**src/rtl/dep_rule_cmd_seq_pkg.sv**
```systemverilog
// Shared deparser definitions: command header layout, magic value and the
// command-sequencer state type.
package dep_rule_cmd_seq_pkg;

  localparam logic [7:0] CMD_MAGIC      = 8'hA5;
  localparam int         CMD_ADDR_WIDTH = 11;

  // Header word field positions
  localparam int HDR_MAGIC_MSB = 31;
  localparam int HDR_MAGIC_LSB = 24;
  localparam int HDR_CNT_MSB   = 23;
  localparam int HDR_CNT_LSB   = 16;
  localparam int HDR_BASE_MSB  = CMD_ADDR_WIDTH - 1;
  localparam int HDR_BASE_LSB  = 0;

  typedef enum logic [1:0] {
    ST_IDLE = 2'd0,
    ST_DATA = 2'd1,
    ST_GAP  = 2'd2,
    ST_DROP = 2'd3
  } state_t;

endpackage

```
**src/rtl/dep_rule_cmd_seq.sv**
```systemverilog
// Command packet to rule-register write sequencer with framing checks and
// good-packet / error counters. Error counter present only with DEP_RULE_CMD_ERR_CNT_EN.
module dep_rule_cmd_seq
  import dep_rule_cmd_seq_pkg::*;
#(
  parameter int WR_GAP = 0
) (
  input  logic        i_clk,
  input  logic        i_rst_n,
  input  logic        i_cmd_valid,
  input  logic [31:0] i_cmd_data,
  input  logic        i_cmd_last,
  output logic        o_cmd_ready,
  output logic        o_rule_wren,
  output logic [31:0] o_rule_wdata,
  output logic [31:0] o_rule_addr,
  output logic [15:0] o_pkt_cnt,
  output logic [15:0] o_err_cnt
);

  localparam logic [3:0] GAP_LOAD = (WR_GAP > 0) ? 4'(WR_GAP - 1) : 4'd0;

  state_t                    state_reg, state_next;
  state_t                    pend_reg, pend_next;
  state_t                    data_tgt;
  logic [CMD_ADDR_WIDTH-1:0] base_reg, base_next;
  logic [7:0]                cnt_reg, cnt_next;
  logic [7:0]                idx_reg, idx_next;
  logic [7:0]                idx_inc;
  logic [3:0]                gap_reg, gap_next;
  logic                      ready_reg;
  logic                      wren_reg, wren_next;
  logic [31:0]               wdata_reg, wdata_next;
  logic [CMD_ADDR_WIDTH-1:0] addr_reg, addr_next;
  logic [15:0]               pkt_cnt_reg;
  logic                      pkt_inc;
  logic                      accept;
  logic                      hdr_ok;
  logic                      data_done;
  logic [7:0]                hdr_magic;
  logic [7:0]                hdr_cnt;

  assign accept    = i_cmd_valid & ready_reg;
  assign hdr_magic = i_cmd_data[HDR_MAGIC_MSB:HDR_MAGIC_LSB];
  assign hdr_cnt   = i_cmd_data[HDR_CNT_MSB:HDR_CNT_LSB];
  assign hdr_ok    = (hdr_magic == CMD_MAGIC) && (hdr_cnt != 8'd0);
  assign idx_inc   = idx_reg + 8'd1;
  assign data_done = (idx_inc == cnt_reg);

  // Where a data word leads once its write is issued (before any GAP)
  always_comb begin
    data_tgt = ST_DATA;
    if (i_cmd_last) begin
      data_tgt = ST_IDLE;
    end else if (data_done) begin
      data_tgt = ST_DROP;
    end
  end

  always_comb begin
    state_next = state_reg;
    pend_next  = pend_reg;
    base_next  = base_reg;
    cnt_next   = cnt_reg;
    idx_next   = idx_reg;
    gap_next   = gap_reg;
    wren_next  = 1'b0;
    wdata_next = wdata_reg;
    addr_next  = addr_reg;
    pkt_inc    = 1'b0;
    case (state_reg)
      ST_IDLE: begin
        if (accept) begin
          if (hdr_ok && !i_cmd_last) begin
            base_next  = i_cmd_data[HDR_BASE_MSB:HDR_BASE_LSB];
            cnt_next   = hdr_cnt;
            idx_next   = 8'd0;
            state_next = ST_DATA;
          end else if (!i_cmd_last) begin
            state_next = ST_DROP;
          end
        end
      end
      ST_DATA: begin
        if (accept) begin
          wren_next  = 1'b1;
          wdata_next = i_cmd_data;
          addr_next  = base_reg + {3'b000, idx_reg};
          idx_next   = idx_inc;
          pkt_inc    = data_done && i_cmd_last;
          if (WR_GAP > 0) begin
            state_next = ST_GAP;
            pend_next  = data_tgt;
            gap_next   = GAP_LOAD;
          end else begin
            state_next = data_tgt;
          end
        end
      end
      ST_GAP: begin
        if (gap_reg == 4'd0) begin
          state_next = pend_reg;
        end else begin
          gap_next = gap_reg - 4'd1;
        end
      end
      ST_DROP: begin
        if (accept && i_cmd_last) begin
          state_next = ST_IDLE;
        end
      end
      default: state_next = ST_IDLE;
    endcase
  end

  always_ff @(posedge i_clk or negedge i_rst_n) begin
    if (!i_rst_n) begin
      state_reg   <= ST_IDLE;
      pend_reg    <= ST_IDLE;
      base_reg    <= '0;
      cnt_reg     <= '0;
      idx_reg     <= '0;
      gap_reg     <= '0;
      ready_reg   <= 1'b0;
      wren_reg    <= 1'b0;
      wdata_reg   <= '0;
      addr_reg    <= '0;
      pkt_cnt_reg <= '0;
    end else begin
      state_reg   <= state_next;
      pend_reg    <= pend_next;
      base_reg    <= base_next;
      cnt_reg     <= cnt_next;
      idx_reg     <= idx_next;
      gap_reg     <= gap_next;
      ready_reg   <= (state_next != ST_GAP);
      wren_reg    <= wren_next;
      wdata_reg   <= wdata_next;
      addr_reg    <= addr_next;
      pkt_cnt_reg <= pkt_cnt_reg + {15'd0, pkt_inc};
    end
  end

`ifdef DEP_RULE_CMD_ERR_CNT_EN
  logic        err_inc;
  logic [15:0] err_cnt_reg;

  always_comb begin
    err_inc = 1'b0;
    if (accept) begin
      case (state_reg)
        ST_IDLE: err_inc = !(hdr_ok && !i_cmd_last);
        ST_DATA: err_inc = data_done ^ i_cmd_last;
        default: err_inc = 1'b0;
      endcase
    end
  end

  always_ff @(posedge i_clk or negedge i_rst_n) begin
    if (!i_rst_n) begin
      err_cnt_reg <= '0;
    end else if (err_inc && (err_cnt_reg != 16'hFFFF)) begin
      err_cnt_reg <= err_cnt_reg + 16'd1;
    end
  end

  assign o_err_cnt = err_cnt_reg;
`else
  assign o_err_cnt = 16'd0;
`endif

  assign o_cmd_ready  = ready_reg;
  assign o_rule_wren  = wren_reg;
  assign o_rule_wdata = wdata_reg;
  assign o_rule_addr  = {{(32 - CMD_ADDR_WIDTH){1'b0}}, addr_reg};
  assign o_pkt_cnt    = pkt_cnt_reg;

endmodule

```
**config.mk**
```make
export PLATFORM = sky130hd
export DESIGN_NAME = dep_rule_cmd_seq
export DESIGN_NICKNAME = d
export VERILOG_FILES = /design/src/rtl/dep_rule_cmd_seq_pkg.sv /design/src/rtl/dep_rule_cmd_seq.sv
export SDC_FILE = /design/constraint.sdc
export NUM_CORES = 1
export LEC_CHECK = 0
export BUFFER_PORTS_ARGS = -buffer_cell sky130_fd_sc_hd__buf_2
export CORE_MARGIN = 2
export CORE_UTILIZATION = 55
export CTS_BUF_LIST = sky130_fd_sc_hd__clkbuf_4
export DETAILED_ROUTE_END_ITERATION = 6
export PLACE_DENSITY = 0.84
export SYNTH_ARGS = -nofsm -noshare
export SYNTH_HDL_FRONTEND = slang
export SYNTH_SLANG_ARGS = --single-unit
```
**constraint.sdc**
```tcl
create_clock -name i_clk -period 7.35 [get_ports i_clk]
set_clock_uncertainty 0.15 [all_clocks]
set_input_delay 0.3675 -clock i_clk [delete_from_list [all_inputs] [get_ports i_clk]]
set_output_delay 0.3675 -clock i_clk [all_outputs]
set_load 0.02 [all_outputs]
```
# ---- Word-level counts from Yosys, hierarchy flattened
# Cells that the tools add are included.
dict set report totals {
  ff_bits 94
  input_bits 36
  elab_cells 55
}
dict set report op_classes {
  n_addsub 4
  eq_ne 9
  mux 17
  n_reduce_logical 13
  bitwise 2
}
# operator n
set op_table {}
lappend op_table {{8-bit two-way mux} 3}
lappend op_table {{16-bit by 1-bit adder with 16-bit output} 1}
lappend op_table {{2-bit two-way mux} 8}
lappend op_table {{8-bit one-hot mux with 2 select lines} 1}
lappend op_table {{11-bit by 8-bit adder with 11-bit output} 1}
lappend op_table {{8-bit by 1-bit adder with 8-bit output (second input constant)} 1}
lappend op_table {{8-bit == test} 1}
lappend op_table {{8-bit == test (second input constant)} 1}
lappend op_table {{2-bit inequality test (second input constant)} 4}
lappend op_table {{2-bit one-hot mux with 4 select lines} 1}
lappend op_table {{8-bit nonzero test} 1}
lappend op_table {{2-bit == test (second input constant)} 2}
lappend op_table {{1-bit logical AND} 4}
lappend op_table {{4-bit logical NOT} 1}
lappend op_table {{1-bit two-way mux} 4}
lappend op_table {{2-bit AND reduction} 2}
lappend op_table {{4-bit AND reduction} 1}
lappend op_table {{4-bit by 1-bit subtractor with 4-bit output (second input constant)} 1}
lappend op_table {{3-bit AND reduction} 1}
lappend op_table {{2-bit by 1-bit == test with 1-bit output (second input constant)} 1}
lappend op_table {{2-bit logical NOT} 1}
lappend op_table {{2-bit nonzero test} 1}
lappend op_table {{1-bit AND} 1}
lappend op_table {{1-bit logical NOT} 1}
lappend op_table {{1-bit inverter} 1}

# ---- Depth between registers and ports, before layout
dict set report logic_depth {
  depth_word 7
  mapped_depth 12
  mapped_depth_nobuf 12
}

# ---- Worst setup path before layout
# OpenSTA, ideal clock, no wires.
dict set report synth_timing {
  path_type {register to register}
  from {register state_reg[1]}
  to {register pkt_cnt_reg[10], in the netlist o_pkt_cnt[10]}
  path_buffers 1
  setup_slack_ns 4.511
  required_time_ns 7.071
  arrival_time_ns 2.559
  path_stages_with_launch 13
  setup_time_ns 0.129
  path_cell_list {dfrtp_1 > nand2b_1 > or2_2 > clkbuf_1 > nor4_1 > nand3_1 > nor4_1 > ha_1 > ha_1 > nand2_1 > nor2_1 > nand3_1 > xnor2_1}
}
dict set report synth_between {
  elab_chain_cells 3
}
# item line
set synth_rtl {}
lappend synth_rtl {{start, declared} dep_rule_cmd_seq.sv:23} ;# state_t state_reg, state_next;
lappend synth_rtl {{start signal, assigned} dep_rule_cmd_seq.sv:130} ;# state_reg <= state_next;
lappend synth_rtl {{2-bit by 1-bit == test with 1-bit output} dep_rule_cmd_seq.sv:71} ;# case (state_reg)
lappend synth_rtl {{1-bit two-way mux} dep_rule_cmd_seq.sv:71}
lappend synth_rtl {{16-bit by 1-bit adder with 16-bit output} dep_rule_cmd_seq.sv:140} ;# pkt_cnt_reg <= pkt_cnt_reg + {15'd0, pkt_inc};
lappend synth_rtl {{end signal, assigned} dep_rule_cmd_seq.sv:140}
lappend synth_rtl {{end, declared} dep_rule_cmd_seq.sv:35} ;# logic [15:0] pkt_cnt_reg;
# Every way passes these cells.
# A chain may end at the register's enable or synchronous reset.

# ---- Worst setup path in the final report
# Same ends and word-level chain as after synthesis.

==> summary.md <==
| Metric | Value |
|---|---|
| Largest net degree at the start of global routing | `63` |
| Routing usage on met3 | `~4.3%` |
| Share of the synthesized area in the top cell type | `50.95%` |
| Final nets | `approximately 640` |
| Drt initial violations | `164` |
| ANT cells | `0` |
| Detailed Route WL | `9971 microns` |
| DP Worst Slack | `between 3 and 4 ns` |
| R2R setup slack | `3.81 ns` |
| Initial core utilization | `56.47%` |
| Highest Clock Rate | `282.2 MHz` |
| Fillers | `659` |
| Post-DP HPWL | `approximately 7000 microns` |
| Clk_lat worst skew | `about 0.44 ns` |
| Worst Path Required | `~7.5 ns` |
| Post_cts resized | `0` |
| Fin. Hold Viols | `0` |
| Die footprint | `9143 sq um` |
| Worst setup margin | `about 3.8 ns` |
| Synth top cells by count | `nand2_1 (128), dfrtp_1 (94), buf_4 (37)` |
| Initial antenna violation count | `0` |
| Worst hold path class | `primary input to flip-flop` |
| WS Path Type | `flip-flop to flip-flop` |
| Pwr dens | `264.4 nW/um^2` |
| Global Route Usage Sum | `22.94%` |
| Syn_area_per_cell | `roughly 10 sq um` |
| Port bufs | `96` |
| Number of vias in the routed layout | `about 3500` |
| Final setup fails | `0` |
| Final Max Slew Viols | `0` |
| Maximum vdd drop | `0.1496 mV` |
| Yosys reg bits | `94` |
| Final hold slack | `0.01264 ns` |
| Max reg flops | `32` |
| Leakage power total | `2.947 nW` |
| Startpoint types | `flip-flop` |
| I/O pin count | `134` |
| YS warnings | `0` |
| Area fraction in compound gates after synthesis | `7.371%` |
| Remaining DRCs | `0` |
| Synth Area in Adders | `roughly 3.7%` |
| Cells after synthesis | `462` |
| Setup crit start | `state_reg[1]` |
| Unrepaired setup endpoints after global routing | `false` |
| Synthesized cell area | `~4600 sq um` |
| Avg WL per Cell | `14.26 microns` |
| Synth-to-Final Area Change | `19.24%` |
| Met2 GRT Util | `39.45%` |
| Yosys top cell by area | `dfrtp_1` |
| Core area | `8175 sq um` |
| Multiplexer share of the synthesized area | `around 5.4%` |
| Synth Area in Simple Gates | `17.45%` |
| Max_slew headroom | `about half` |
| Clock Path Buffers | `2` |
| Minimum clock period | `roughly 3.5 ns` |
| Clock tree sinks | `between 90 and 100` |
| Synth cell types | `46` |
| Outcome | `complete, no violations` |
| Gr ovfl total | `0` |
| Worst reg2reg startpoint | `state_reg[1]` |
| Postcts setup bufs | `0` |
| Post-synth ARST share | `100.0%` |
| Die Y | `roughly 96 microns` |
| Count leader, synth | `nand2_1` |
| Vias in the first global route | `3511` |
| Row count | `33` |
| DR vias/cell | `about 5` |
| Placer Congestion | `0.8425` |
| CTS clk-pin slew, worst paths | `0.15 ns` |
| Layout cells sized above 1 | `23.57%` |
| Register area share after synthesis | `50.95%` |
| First-pass GRT wire length | `16200 microns` |
| Worst hold path startpoint | `i_cmd_data[18]` |
| GR met1 Demand/Resource | `around 29%` |
| H-tree depth | `3` |
| Num CTS Buffers | `9` |
| Ranking of synthesized cells by area | `dfrtp_1 (51%), nand2_1 (10%), buf_4 (6.0%), xnor2_1 (4.7%), ha_1 (3.3%)` |
| TNS Setup | `0 ns` |
| Top_reg_cell synth | `dfrtp_1` |
| # Max-Cap Violations | `0` |
| Worst setup EP type | `flip-flop` |
| Worst Tran Pin Value | `0.7462 ns` |
| CP max FO | `59` |
| CTS tree | `yes` |
| Largest family of logic cells by synthesized area | `simple AND/OR/NAND/NOR gates` |
| Die X | `95.62 microns` |
| DR pass1 iterations | `4` |
| Clock root buffer | `clkbuf_4` |
| Number of flops mapped to enable cells by yosys | `0` |
| XOR/XNOR Fraction of Synth Area | `under 10%` |
| Detail Route Antenna Nets | `0` |
| GRT busiest layer | `met2` |
| Final worst-path cycle share | `48.21%` |
| CP arrival | `approximately 3.7 ns` |
==> cells by family (layout without fill, tap and decap cells) <==
family	Yosys count	count (layout)
compound gates	53	53
xor+xnor	37	37
fa+ha+maj	13	13
buf+inv	59	155
flops	94	94
mux	19	19
other cells	1	37
simple gates	186	186
==> what timing repair did <==
item,in CTS,in global routing
endpoints found under the setup margin,0,0
endpoints found under the hold margin,60,1
hold buffers,29,1
==> layout by cell type, fill, tap and decap left out, types with 3 or more instances in the layout <==
cell type and count:
mux2_4 10, nor2_1 15, nand2_1 128, clkbuf_4 9, a21oi_1 8, xnor2_1 25
nor4_1 5, or2_2 3, nand2b_1 3, dfrtp_1 94, inv_1 10, buf_4 4
o21a_1 3, buf_2 95, o21ai_0 25, nand3_1 15, nor3_1 5, conb_1 37
xor2_1 12, dlygate4sd3_1 30, ha_1 12, and3_1 3, mux2_2 9
==> critical path: stages, from the launching register on <==
cell and delay (ns):
dfrtp_1 0.46, nand2b_1 0.22, or2_2 0.31, buf_4 0.30, nor4_1 0.33, nand3_1 0.13, nor4_1 0.39, ha_1 0.32
ha_1 0.24, nand2_1 0.11, nor2_1 0.19, nand3_1 0.13, xnor2_1 0.14
==> metal layers <==
layer | wire length (microns) | vias up
li1 | - | 1706
met1 | 4227 | 1701
met2 | 5034 | 114
met3 | 551 | 15
met4 | 158 | 0
met5 | 0 | -
==> path summary, 6_finish.rpt <==
path	endpoint	cells after the start
min in group asynchronous	base_reg[8]	2
min	o_rule_wdata[18]	3
max reg2reg	o_pkt_cnt[10]	12
min reg2reg	o_rule_wdata[9]	2
max	o_pkt_cnt[10]	12
max in group asynchronous	idx_reg[5]	3
==> layout make-up <==
class                   instances  area [sq um]  share of cell area [%]
multi-input cells             345          2031                   36.89
well taps                     105         131.4                   2.386
clock buffers                   9         67.56                   1.227
flip-flops and latches         94          2352                   42.73
repair buffers                129         805.8                   14.64
inverters                      10         37.54                  0.6818
clock inverters                 7         80.08                   1.455
==> metrics by stage <==
stage	instances	power, mW	area, sq um	util [%]
2_1_floorplan	498	1.008	4752	-
5_1_grt	699	1.546	5505	67.34
3_5_place_dp	653	1.161	5057	61.86
4_1_cts	698	1.457	5495	67.22
3_3_place_gp	653	1.141	5057	61.86
6_report	699	1.456	5505	67.34
==> where the power goes <==
| group | switching [mW] | leakage, nW | internal [mW] | total [mW] |
|---|---|---|---|---|
| Clock | 0.180 | 0.0805 | 0.109 | 0.289 |
| Combinational | 0.306 | 1.63 | 0.163 | 0.469 |
| Sequential | 0.0793 | 1.24 | 0.618 | 0.697 |
| Total | 0.566 | 2.95 | 0.890 | 1.46 |
(Power assumes the default switching activity.)
